==> config.mk <==
export PLATFORM = sky130hd
export DESIGN_NAME = bus_alu_datapath
export DESIGN_NICKNAME = d
export VERILOG_FILES = /design/src/rtl/bus_alu_datapath.sv
export SDC_FILE = /design/constraint.sdc
export NUM_CORES = 1
export LEC_CHECK = 0
export CORE_MARGIN = 3
export CORE_UTILIZATION = 65
export CTS_BUF_LIST = sky130_fd_sc_hd__clkbuf_4 sky130_fd_sc_hd__clkbuf_8
export CTS_CLUSTER_SIZE = 24
export DETAILED_ROUTE_END_ITERATION = 16
export GPL_TIMING_DRIVEN = 0
export PLACE_DENSITY = 0.86
export REMOVE_ABC_BUFFERS = 1
export SYNTH_ARGS = -nofsm -noshare
export SYNTH_HDL_FRONTEND = slang
export SYNTH_SLANG_ARGS = --single-unit
==> constraint.sdc <==
create_clock -name clk -period 10.2 [get_ports clk]
set_clock_uncertainty 0.15 [all_clocks]
set_input_delay 2.55 -clock clk [delete_from_list [all_inputs] [get_ports clk]]
set_output_delay 2.55 -clock clk [all_outputs]
set_load 0.02 [all_outputs]
==> src/rtl/bus_alu_datapath.sv <==
// Single-bus execution datapath: register bank, operand buffer, ALU and C/V/S/Z flags
// driven by an internal IDLE/LOAD_A/EXEC/DONE transfer sequencer.
module bus_alu_datapath #(
  parameter int WIDTH  = 16,
  parameter int REG_AW = 3
) (
  input  logic              clk,
  input  logic              rst,
  input  logic              op_valid,
  output logic              op_ready,
  input  logic [2:0]        op_fsel,
  input  logic [REG_AW-1:0] op_src_a,
  input  logic [REG_AW-1:0] op_src_b,
  input  logic              op_imm_en,
  input  logic [WIDTH-1:0]  op_imm,
  input  logic [REG_AW-1:0] op_dst,
  output logic              done,
  output logic [WIDTH-1:0]  result,
  output logic              C,
  output logic              V,
  output logic              S,
  output logic              Z,
  input  logic [REG_AW-1:0] dbg_sel,
  output logic [WIDTH-1:0]  dbg_data
);

  localparam int NREG = 2 ** REG_AW;
  localparam logic [WIDTH:0] ONE_X = {{WIDTH{1'b0}}, 1'b1};

  typedef enum logic [1:0] {IDLE, LOAD_A, EXEC, DONE} state_t;

  localparam logic [2:0] F_ADD = 3'b000;
  localparam logic [2:0] F_SUB = 3'b001;
  localparam logic [2:0] F_AND = 3'b010;
  localparam logic [2:0] F_OR  = 3'b011;
  localparam logic [2:0] F_XOR = 3'b100;
  localparam logic [2:0] F_NOT = 3'b101;
  localparam logic [2:0] F_MOV = 3'b110;
  localparam logic [2:0] F_INC = 3'b111;

  state_t state, state_nx;

  logic [2:0]        fsel_q;
  logic [REG_AW-1:0] src_a_q, src_b_q, dst_q;
  logic              imm_en_q;
  logic [WIDTH-1:0]  imm_q;
  logic [WIDTH-1:0]  buff;
  logic [WIDTH-1:0]  regs [NREG];

  logic [WIDTH-1:0]  alu_a, alu_b, alu_r;
  logic [WIDTH:0]    alu_sum;
  logic              alu_c, alu_v;

  always_ff @(posedge clk or negedge rst) begin
    if (!rst) state <= IDLE;
    else      state <= state_nx;
  end

  always_comb begin
    state_nx = state;
    case (state)
      IDLE:    if (op_valid) state_nx = LOAD_A;
      LOAD_A:  state_nx = EXEC;
      EXEC:    state_nx = DONE;
      DONE:    state_nx = IDLE;
      default: state_nx = IDLE;
    endcase
  end

  always_comb begin
    op_ready = (state == IDLE);
    done     = (state == DONE);
  end

  // The request is captured once at acceptance so the bus fields may change afterwards.
  always_ff @(posedge clk or negedge rst) begin
    if (!rst) begin
      fsel_q   <= '0;
      src_a_q  <= '0;
      src_b_q  <= '0;
      dst_q    <= '0;
      imm_en_q <= 1'b0;
      imm_q    <= '0;
    end else if (state == IDLE && op_valid) begin
      fsel_q   <= op_fsel;
      src_a_q  <= op_src_a;
      src_b_q  <= op_src_b;
      dst_q    <= op_dst;
      imm_en_q <= op_imm_en;
      imm_q    <= op_imm;
    end
  end

  always_ff @(posedge clk or negedge rst) begin
    if (!rst)                 buff <= '0;
    else if (state == LOAD_A) buff <= regs[src_a_q];
  end

  assign alu_a = buff;
  assign alu_b = imm_en_q ? imm_q : regs[src_b_q];

  // Carry and overflow are only meaningful for the arithmetic functions; all others clear them.
  always_comb begin
    alu_sum = '0;
    alu_r   = '0;
    alu_c   = 1'b0;
    alu_v   = 1'b0;
    case (fsel_q)
      F_ADD: begin
        alu_sum = {1'b0, alu_a} + {1'b0, alu_b};
        alu_r   = alu_sum[WIDTH-1:0];
        alu_c   = alu_sum[WIDTH];
        alu_v   = (alu_a[WIDTH-1] == alu_b[WIDTH-1]) && (alu_r[WIDTH-1] != alu_a[WIDTH-1]);
      end
      F_SUB: begin
        alu_sum = {1'b0, alu_a} + {1'b0, ~alu_b} + ONE_X;
        alu_r   = alu_sum[WIDTH-1:0];
        alu_c   = alu_sum[WIDTH];
        alu_v   = (alu_a[WIDTH-1] != alu_b[WIDTH-1]) && (alu_r[WIDTH-1] != alu_a[WIDTH-1]);
      end
      F_AND: alu_r = alu_a & alu_b;
      F_OR:  alu_r = alu_a | alu_b;
      F_XOR: alu_r = alu_a ^ alu_b;
      F_NOT: alu_r = ~alu_a;
      F_MOV: alu_r = alu_b;
      F_INC: begin
        alu_sum = {1'b0, alu_a} + ONE_X;
        alu_r   = alu_sum[WIDTH-1:0];
        alu_c   = alu_sum[WIDTH];
        alu_v   = !alu_a[WIDTH-1] && alu_r[WIDTH-1];
      end
      default: alu_r = '0;
    endcase
  end

  always_ff @(posedge clk or negedge rst) begin
    if (!rst) begin
      for (int i = 0; i < NREG; i++) regs[i] <= '0;
    end else if (state == EXEC) begin
      regs[dst_q] <= alu_r;
    end
  end

  always_ff @(posedge clk or negedge rst) begin
    if (!rst) begin
      result <= '0;
      C      <= 1'b0;
      V      <= 1'b0;
      S      <= 1'b0;
      Z      <= 1'b0;
    end else if (state == EXEC) begin
      result <= alu_r;
      C      <= alu_c;
      V      <= alu_v;
      S      <= alu_r[WIDTH-1];
      Z      <= (alu_r == '0);
    end
  end

  assign dbg_data = regs[dbg_sel];

endmodule

==> reports/qor.yml, run 1 <==
status:
  status: "finished clean"
hold_path:
  hp-start: "result[4]$_DFFE_PN0P_"
  holdPathStages: 2
  holdCritPathClass: "reg -> reg"
  hold-path-endpoint: "result[4]$_DFFE_PN0P_"
floorplan:
  die_area_um2: 22200
  ios: 73
  die_h_um: 149
  die_x_um: 149
  fp-row-count: 51
  core_area_um2: 19800
  start_util_pct: 67.3
critical_path:
  r2r_end: "Z$_DFFE_PN0P_"
  crit_fanout: 16
  slowest_stage: "clkdlybuf4s50_1"
  start_kind: "input port"
  cp-end-kind: "output pin"
  ff2ff_path_depth: 16
  timing.rr.start: "src_b_q[1]$_DFFE_PN0P_"
  crit_chain: "clkdlybuf4s50_1, mux2_2, clkdlybuf4s50_1"
  critical_path.most_common_cell: "clkdlybuf4s50_1"
  r2r_setup_slack_ps: 3990
  crit_type: "in -> out"
  worstPathArrival_ps: 4940
  slowest_delay_ps: 1380
  worstPathRequired_ps: 7500
grt:
  grt_pass1_wl_mm: 58.0
  track_usage_pct: 33.6
  grt.overflow.total: 0
  antenna_found_initial: 1
  grt_max_degree: 126
  grt_pass1_vias: 10643
clock_network:
  htree_levels: 4
  cts_hold_buf: 0
  cts_tree: "built"
  clk_pin_slew_ps: 100
  cts.sink_count: 194
  ctsResizeCount: 0
  clock_latency_ps: 500
  cts_root_buffer: "clkbuf_8"
  cts_buffers: 17
  post_cts_buffers: 0
  clk_path_buf_depth: 2
finish:
  drive_above_1_share_pct: 16.8
  layout.cells.non_filler: 1576
  nFillCells: 1395
  area.growth.synth_to_final_pct: 8.58
  diodes: 0
  nNetsFinal: 1389
timing:
  worst_slew_pin_slew_ps: 1440
  slew_headroom_pct: 4.25
  fin_crit_ps: 7640
  finalSetupViolCount: 0
  maxSlewViolCount: 0
  grt_setup_unrepaired: "no"
  fin_crit_sh_pct: 74.9
  fmax_mhz: 131
  hold_viol: 0
routing:
  wl_mm: 36.4
  final_antenna_net_count: 0
  wl_per_cell_um: 23.1
  drt_iter0_markers: 1030
  via_per_inst: 6.89
  dr.pass1.iters: 5
  route.detailed.drc: 0
  dr_total_vias: 10855
yosys:
  synth_area_um2: 13300
  yosysTopAreaCellShare_pct: 36.5
  yosysWarnings: 0
  synthArstFlopShare_pct: 100
  synth_cell_types: 80
  synth_edf_count: 0
  ys_ff_latch: 194
  synth.yosys.seq_area_share_pct: 36.5
  ys_top_cells_by_area: "dfrtp_1 (36%), mux4_2 (14%), o21ai_0 (5.7%)"
  avgSynthCellArea_um2: 10.2
  synthFlopType: "dfrtp_1"
  syn_inst: 1298
  synth_area_leader_cell: "dfrtp_1"
placement:
  portBuffers: 72
  dp_cells: 1543
  dp_hpwl_mm: 24.0
  place_congestion: 1.00
run:
  max_cap_violations: 0
==> cell type report <==
cell class	count	area (µm²)	area share, %
flip-flops and latches	194	4860	33.7
inverters	51	191	1.33
well taps	265	332	2.30
repair buffers	78	831	5.75
clock buffers	17	234	1.62
multi-input cells	956	7840	54.2
clock inverters	15	160	1.11
==> cells by family (layout without fill, tap and decap cells) <==
family	Yosys count	after routing	synth area share (%)
buf+inv	148	161	4.79
xor+xnor	25	25	1.65
simple gates	354	354	11.9
mux	187	187	24.2
flops	194	194	36.5
fa+ha+maj	56	56	5.38
compound gates	334	334	15.7
==> layer usage <==
metal / vias up / track usage, % / part of all wire, %
li1: 4774 / - / -
met1: 5390 / 48.0 / 41
met2: 581 / 52.0 / 47
met3: 110 / 6.56 / 9.1
met4: 0 / 12.0 / 3.3
met5: - / 0 / 0
==> cell usage after synthesis (15+ instances only) <==
master	count
clkbuf_1	61
ha_1	54
mux4_2	84
mux2i_1	36
nor2_1	83
nor2b_1	19
a21oi_1	58
inv_1	49
buf_2	15
mux2_2	52
nand3_1	16
o21ai_0	151
dfrtp_1	194
xnor2_1	20
nand2_1	170
==> worst max-delay path, delay by kind of cell <==
| kind | cells | cell delay, ps |
|---|---|---|
| muxes | 1 | 440 |
| buffers and inverters | 2 | 1930 |
==> worst max-delay path by stage <==
stage | end | slack [ps] | startpoint
floorplan | dbg_data[0] | 4170 | dbg_sel[0]
global placement | alu_a[7]$_DFFE_PN0N_ | -1370 | rst
detailed placement | dbg_data[3] | 2680 | dbg_sel[2]
CTS | dbg_data[3] | 2670 | dbg_sel[2]
global route | dbg_data[3] | 2620 | dbg_sel[2]
finish | dbg_data[15] | 2560 | dbg_sel[2]
==> metrics by stage <==
stage	hold slack [ps]	utilization [%]	area [µm²]	setup TNS, ps	worst slack (ps)
floorplan	324	-	12900	0	4170
global placement	317	70.3	13900	-260180	-1370
detailed placement	338	70.9	14000	0	2680
CTS	362	72.9	14400	0	2670
global route	386	73.0	14400	0	2620
finish	361	73.0	14400	0	2560
==> placed cells by master (no fill, tap or decap), types with 14 or more instances in the layout <==
cell type,synthesis,layout
nor2_1,83,83
clkbuf_8,0,17
dfrtp_1,194,188
o21ai_1,14,14
nor2b_1,19,19
o21ai_0,151,151
mux2i_1,36,36
inv_1,49,49
clkdlybuf4s50_1,0,69
a21oi_1,58,58
nand2_1,170,169
mux2_2,52,52
ha_1,54,54
xnor2_1,20,20
mux4_2,84,84
==> registers in the layout (all words and copies together) (netlist names), 2 cells and up <==
| name | count |
|---|---|
| regs | 128 |
| alu_a | 16 |
| imm_q | 16 |
| result | 16 |
| dst_q | 3 |
| fsel_q | 3 |
| src_a_q | 3 |
| src_b_q | 3 |
| state | 2 |
Power of run 1 is not shown: default switching activity piles up to over one toggle a cycle in this logic, so the estimate is an artifact.
==> run 2, diff against run 1 <==
--- a/config.mk
+++ b/config.mk
@@ -6,12 +6,12 @@
 export NUM_CORES = 1
 export LEC_CHECK = 0
 export CORE_MARGIN = 3
-export CORE_UTILIZATION = 65
+export CORE_UTILIZATION = 63
 export CTS_BUF_LIST = sky130_fd_sc_hd__clkbuf_4 sky130_fd_sc_hd__clkbuf_8
 export CTS_CLUSTER_SIZE = 24
 export DETAILED_ROUTE_END_ITERATION = 16
 export GPL_TIMING_DRIVEN = 0
-export PLACE_DENSITY = 0.86
+export PLACE_DENSITY = 0.83
 export REMOVE_ABC_BUFFERS = 1
 export SYNTH_ARGS = -nofsm -noshare
 export SYNTH_HDL_FRONTEND = slang
==> constraint.sdc (replaced) <==
create_clock -name clk -period 7.96 [get_ports clk]
set_clock_uncertainty 0.15 [all_clocks]
set_input_delay 1.99 -clock clk [delete_from_list [all_inputs] [get_ports clk]]
set_output_delay 1.99 -clock clk [all_outputs]
set_load 0.02 [all_outputs]
==> run 2 against run 1 <==
Die area is 3.0% higher. Sequential share of layout area is 0.12 points lower. Core utilization is 2.3 points lower. Final cell count is 0.38% higher.
==> reports/qor.yml, run 2 (synthesis results as in run 1) <==
placement:
  place_congestion: 1.01  # +0.86%
  dp_hpwl_mm: 24.1  # +0.30%
  portBuffers: 72  # unchanged
  placed_area_um2: 14100  # +0.23%
  dp_worst_setup_slack_ps: 1540  # -1140 ps
  dp_cells: 1549  # +0.39%
finish:
  layout.cells.non_filler: 1582  # +0.38%
  final_common_cell: "dfrtp_1"
  layout_common_cells: "dfrtp_1 (188), nand2_1 (169), o21ai_0 (151)"
  nNetsFinal: 1390  # +0.072%
  area.growth.synth_to_final_pct: 8.96
  diodes: 0  # unchanged
  design_area_um2: 14500  # +0.36%
  nFillCells: 1492  # +7.0%
  largest_reg_flops: 128  # unchanged
  regMostFlops: "regs"
  drive_above_1_share_pct: 16.8  # +0.063 points
clock_network:
  cts_hold_buf: 0  # unchanged
  cts_tree: "built"
  cts_root_buffer: "clkbuf_8"
  cts_buffers: 17  # unchanged
  cts.sink_count: 194  # unchanged
  post_cts_buffers: 0  # unchanged
  htree_levels: 4  # unchanged
  clk_path_buf_depth: 2  # unchanged
  clk_pin_slew_ps: 100  # about the same
  ctsResizeCount: 0  # unchanged
  clock_latency_ps: 490  # about the same
critical_path:
  start_kind: "input port"
  crit_fanout: 16  # unchanged
  slowest_stage: "clkdlybuf4s50_1"
  r2r_end: "Z$_DFFE_PN0P_"
  r2r_setup_slack_ps: 1970  # -2020 ps
  crit_chain: "clkdlybuf4s50_1, mux2_2, clkdlybuf4s50_1"
  cp-end-kind: "output pin"
  critical-path-top-delay-family: "buffers and inverters"
  worstPathArrival_ps: 4340  # -600 ps
  worstPathRequired_ps: 5820  # -1680 ps
  ff2ff_path_depth: 17  # +1
  critical_path.most_common_cell: "clkdlybuf4s50_1"
  worst-path-buf-inv: 2  # unchanged
  slowest_delay_ps: 1310  # -70 ps
  crit_type: "in -> out"
  timing.rr.start: "src_b_q[1]$_DFFE_PN0P_"
floorplan:
  start_util_pct: 64.9  # -2.3 points
  core_area_um2: 20500  # +3.6%
  die_x_um: 151  # +1.5%
  fp-row-count: 52  # +2.0%
  ios: 73  # unchanged
  die_area_um2: 22900  # +3.0%
  die_h_um: 151  # +1.5%
timing:
  worst_slew_pin_slew_ps: 1400  # -41.2 ps
  slew_headroom_pct: 7.00  # +2.7 points
  layout_setup_ws_ps: 1480  # -1080 ps
  fmax_mhz: 154
  fin_crit_sh_pct: 81.4
  fin_crit_ps: 6480
  finalSetupViolCount: 0  # unchanged
  maxSlewViolCount: 0  # unchanged
  grt_setup_unrepaired: "no"
  hold_viol: 0  # unchanged
grt:
  track_usage_pct: 32.7  # -0.87 points
  grt_pass1_wl_mm: 57.7  # -0.56%
  grt.overflow.total: 0  # unchanged
  grt_pass1_vias: 10538  # -0.99%
  antenna_found_initial: 1  # unchanged
  grt_max_degree: 122  # -3.2%
routing:
  drt_iter0_markers: 1029  # -0.097%
  final_antenna_net_count: 0  # unchanged
  wl_mm: 36.1  # -0.97%
  route.detailed.drc: 0  # unchanged
  via_per_inst: 6.83  # -0.77%
  wl_per_cell_um: 22.8  # -1.3%
  dr.pass1.iters: 7  # +2
  dr_total_vias: 10812  # -0.40%
hold_path:
  holdCritPathClass: "reg -> reg"
  hp-start: "result[0]$_DFFE_PN0P_"
  holdPathStages: 2  # unchanged
  hold-path-endpoint: "result[0]$_DFFE_PN0P_"
status:
  status: "finished clean"
run:
  max_cap_violations: 0  # unchanged
## run 2: worst max-delay path by stage
stage,endpoint,depth (start not counted),from,slack [ps]
finish,dbg_data[6],3,dbg_sel[2],1480
floorplan,Z$_DFFE_PN0P_,16,src_b_q[1]$_DFFE_PN0P_,2700
detailed placement,dbg_data[6],3,dbg_sel[2],1540
global placement,dst_q[0]$_DFFE_PN0P_,1,rst,-3170
CTS,dbg_data[6],3,dbg_sel[2],1530
global route,dbg_data[6],3,dbg_sel[2],1480
## run 2: through the flow
| stage | hold slack (ps) | setup TNS, ps | util, % |
|---|---|---|---|
| 3_5_place_dp | 335 | 0 | 68.6 |
| 5_1_grt | 386 | 0 | 70.7 |
| 2_1_floorplan | 324 | 0 | - |
| 4_1_cts | 356 | 0 | 70.6 |
| 6_report | 350 | 0 | 70.7 |
| 3_3_place_gp | 320 | -611530 | 67.9 |
## run 2: routing by layer
layer  track usage [%]  vias up  wire length, µm  share of wire, %
li1                  -     4770                -                 -
met1              46.2     5348            14600                40
met2              52.3      614            17300                48
met3              6.31       80             3320               9.2
met4              9.25        0              867               2.4
met5                 0        -                0                 0
## run 2: area by class of cell
class,count,area (µm²),area share (%)
multi-input combinational,956,7840,54.0
sequential,194,4860,33.5
timing repair buffer,79,858,5.92
tap,270,338,2.33
clock buffer,18,241,1.67
inverter,51,191,1.32
clock inverter,14,170,1.17
## run 2: worst register-to-register path, delay by kind of cell, from the launching register on
kind / cells / cell delay (ps)
simple gates: 4 / 730
xor+xnor: 1 / 180
buf+inv: 2 / 300
fa+ha+maj: 2 / 760
compound gates: 6 / 2200
mux: 2 / 890
flops: 1 / 740
Power of run 2 is left out for the same reason.
==> run 3, diff against run 2 <==
==> constraint.sdc (replaced) <==
create_clock -name clk -period 6.5 [get_ports clk]
set_clock_uncertainty 0.15 [all_clocks]
set_input_delay 1.625 -clock clk [delete_from_list [all_inputs] [get_ports clk]]
set_output_delay 1.625 -clock clk [all_outputs]
set_load 0.02 [all_outputs]
==> run 3 against run 2 <==
Routed wire length increased by 0.20%. Critical path depth increased by 14. Core utilization unchanged. Sequential share of layout area unchanged. Worst hold slack about the same. Non-clock buffer count unchanged. First-iteration DRC count about the same. Critical endpoint is now Z$_DFFE_PN0P_. Final area unchanged.
==> reports/qor.yml, run 3 (synthesis results as in run 1) <==
timing:
  layout_setup_ws_ps: 520  # -963 ps
  fmax_mhz: 167
  maxSlewViolCount: 0  # unchanged
  worst_slew_pin_slew_ps: 1390  # -1.14 ps
  slew_headroom_pct: 7.08  # +0.076 points
  fin_setup_tns_ps: 0  # unchanged
  fin_crit_sh_pct: 92.0
  fin_crit_ps: 5980
  grt_setup_unrepaired: "no"
  finalSetupViolCount: 0  # unchanged
  hold_viol: 0  # unchanged
floorplan:
  die_h_um: 151  # unchanged
  ios: 73  # unchanged
  start_util_pct: 64.9  # unchanged
  die_x_um: 151  # unchanged
  core_area_um2: 20500  # unchanged
  die_area_um2: 22900  # unchanged
  fp-row-count: 52  # unchanged
critical_path:
  start_kind: "flop"
  cp-end-kind: "flop"
  crit_type: "reg -> reg"
  slowest_stage: "dfrtp_2"
  critical_path.most_common_cell: "a211oi_2"
  crit_chain: "buf_16, mux4_1, mux2_2, nor2_1, or2_2, inv_1, ha_1, fa_1, a211oi_2, o21bai_1, a2111oi_1, o41ai_1, xnor2_1, a211oi_2, and3_1, and4_1, a41o_1"
  slowest_delay_ps: 740  # -570 ps
  worstPathRequired_ps: 6770  # +950 ps
  worstPathArrival_ps: 6250  # +1910 ps
  crit_fanout: 18  # +2
clock_network:
  clock_latency_ps: 490  # about the same
  cts_tree: "built"
  cts_hold_buf: 0  # unchanged
  htree_levels: 4  # unchanged
  cts_root_buffer: "clkbuf_8"
  clk_pin_slew_ps: 110  # about the same
  post_cts_buffers: 0  # unchanged
  cts.sink_count: 194  # unchanged
  clk_path_buf_depth: 2  # unchanged
  cts_buffers: 17  # unchanged
  ctsResizeCount: 0  # unchanged
routing:
  drt_iter0_markers: 1028  # -0.097%
  wl_met1_mm: 14.6  # about the same
  via_per_inst: 6.82  # -0.20%
  wl_met3_mm: 3.37  # +1.4%
  dr_total_vias: 10790  # -0.20%
  routed-wl-met2_mm: 17.4  # +0.35%
  route.detailed.drc: 0  # unchanged
  final_antenna_net_count: 0  # unchanged
  dr.pass1.iters: 5  # -2
  top_layer_used: "met4"
  wl_mm: 36.2  # +0.20%
  wl_per_cell_um: 22.9  # +0.20%
finish:
  regMostFlops: "regs"
  design_area_um2: 14500  # unchanged
  nNetsFinal: 1390  # unchanged
  drive_above_1_share_pct: 16.8  # unchanged
  layout_common_cells: "dfrtp_1 (188), nand2_1 (169), o21ai_0 (151)"
  largest_reg_flops: 128  # unchanged
  diodes: 0  # unchanged
  nFillCells: 1492  # unchanged
  final_common_cell: "dfrtp_1"
  area.growth.synth_to_final_pct: 8.96  # unchanged
grt:
  grt_max_degree: 122  # unchanged
  grt_pass1_wl_mm: 57.7  # unchanged
  grt.overflow.total: 0  # unchanged
  track_usage_pct: 32.7  # unchanged
  grt_pass1_vias: 10537  # -0.0095%
  antenna_found_initial: 1  # unchanged
run:
  max_cap_violations: 0  # unchanged
hold_path:
  holdCritPathClass: "reg -> reg"
placement:
  dp_hpwl_mm: 24.1  # unchanged
  place_congestion: 1.01  # unchanged
  portBuffers: 72  # unchanged
  placed_area_um2: 14100  # unchanged
  dp_worst_setup_slack_ps: 479  # -1060 ps
status:
  status: "finished clean"
[run 3: cell counts in the layout (fill, tap and decap cells not counted)]
Identical to the previous run, type by type.
[run 3: layout make-up]
cell class	count	area, µm²	share of cell area [%]
Sequential cell	194	4860	33.5
Clock buffer	18	241	1.67
Timing Repair Buffer	79	858	5.92
Inverter	51	191	1.32
Tap cell	270	338	2.33
Multi-Input combinational cell	956	7840	54.0
Clock inverter	14	170	1.17
[run 3: final timing paths]
| check | cells after the start | startpoint | to | slack [ps] |
|---|---|---|---|---|
| setup / recovery | 17 | src_b_q[1]$_DFFE_PN0P_ | Z$_DFFE_PN0P_ | 520 |
| hold / removal | 2 | result[0]$_DFFE_PN0P_ | result[0]$_DFFE_PN0P_ | 350 |
| setup reg to reg | 17 | src_b_q[1]$_DFFE_PN0P_ | Z$_DFFE_PN0P_ | 520 |
| hold reg to reg | 2 | result[0]$_DFFE_PN0P_ | result[0]$_DFFE_PN0P_ | 350 |
| max in group asynchronous | 2 | rst | src_b_q[2]$_DFFE_PN0P_ | 4230 |
| min in group asynchronous | 1 | rst | imm_q[7]$_DFFE_PN0P_ | 920 |
[run 3: critical path: cells and delay by family (launching register included)]
kind / cells / cell delay (ps)
compound gates: 6 / 2160
buf+inv: 2 / 310
mux: 2 / 880
flops: 1 / 740
xor+xnor: 1 / 180
simple gates: 4 / 730
fa+ha+maj: 2 / 760
[run 3: metrics by stage]
stage	std cells	hold WS, ps	util (%)
global placement	1543	320	67.9
finish	1582	350	70.7
global route	1582	386	70.7
floorplan	1201	324	-
detailed placement	1549	335	68.6
CTS	1581	356	70.6
[run 3: per-layer routing]
layer | track usage [%] | vias up
li1 | - | 4769
met1 | 46.2 | 5332
met2 | 52.2 | 616
met3 | 6.31 | 73
met4 | 9.38 | 0
met5 | 0 | -
Power of run 3 is left out for the same reason.
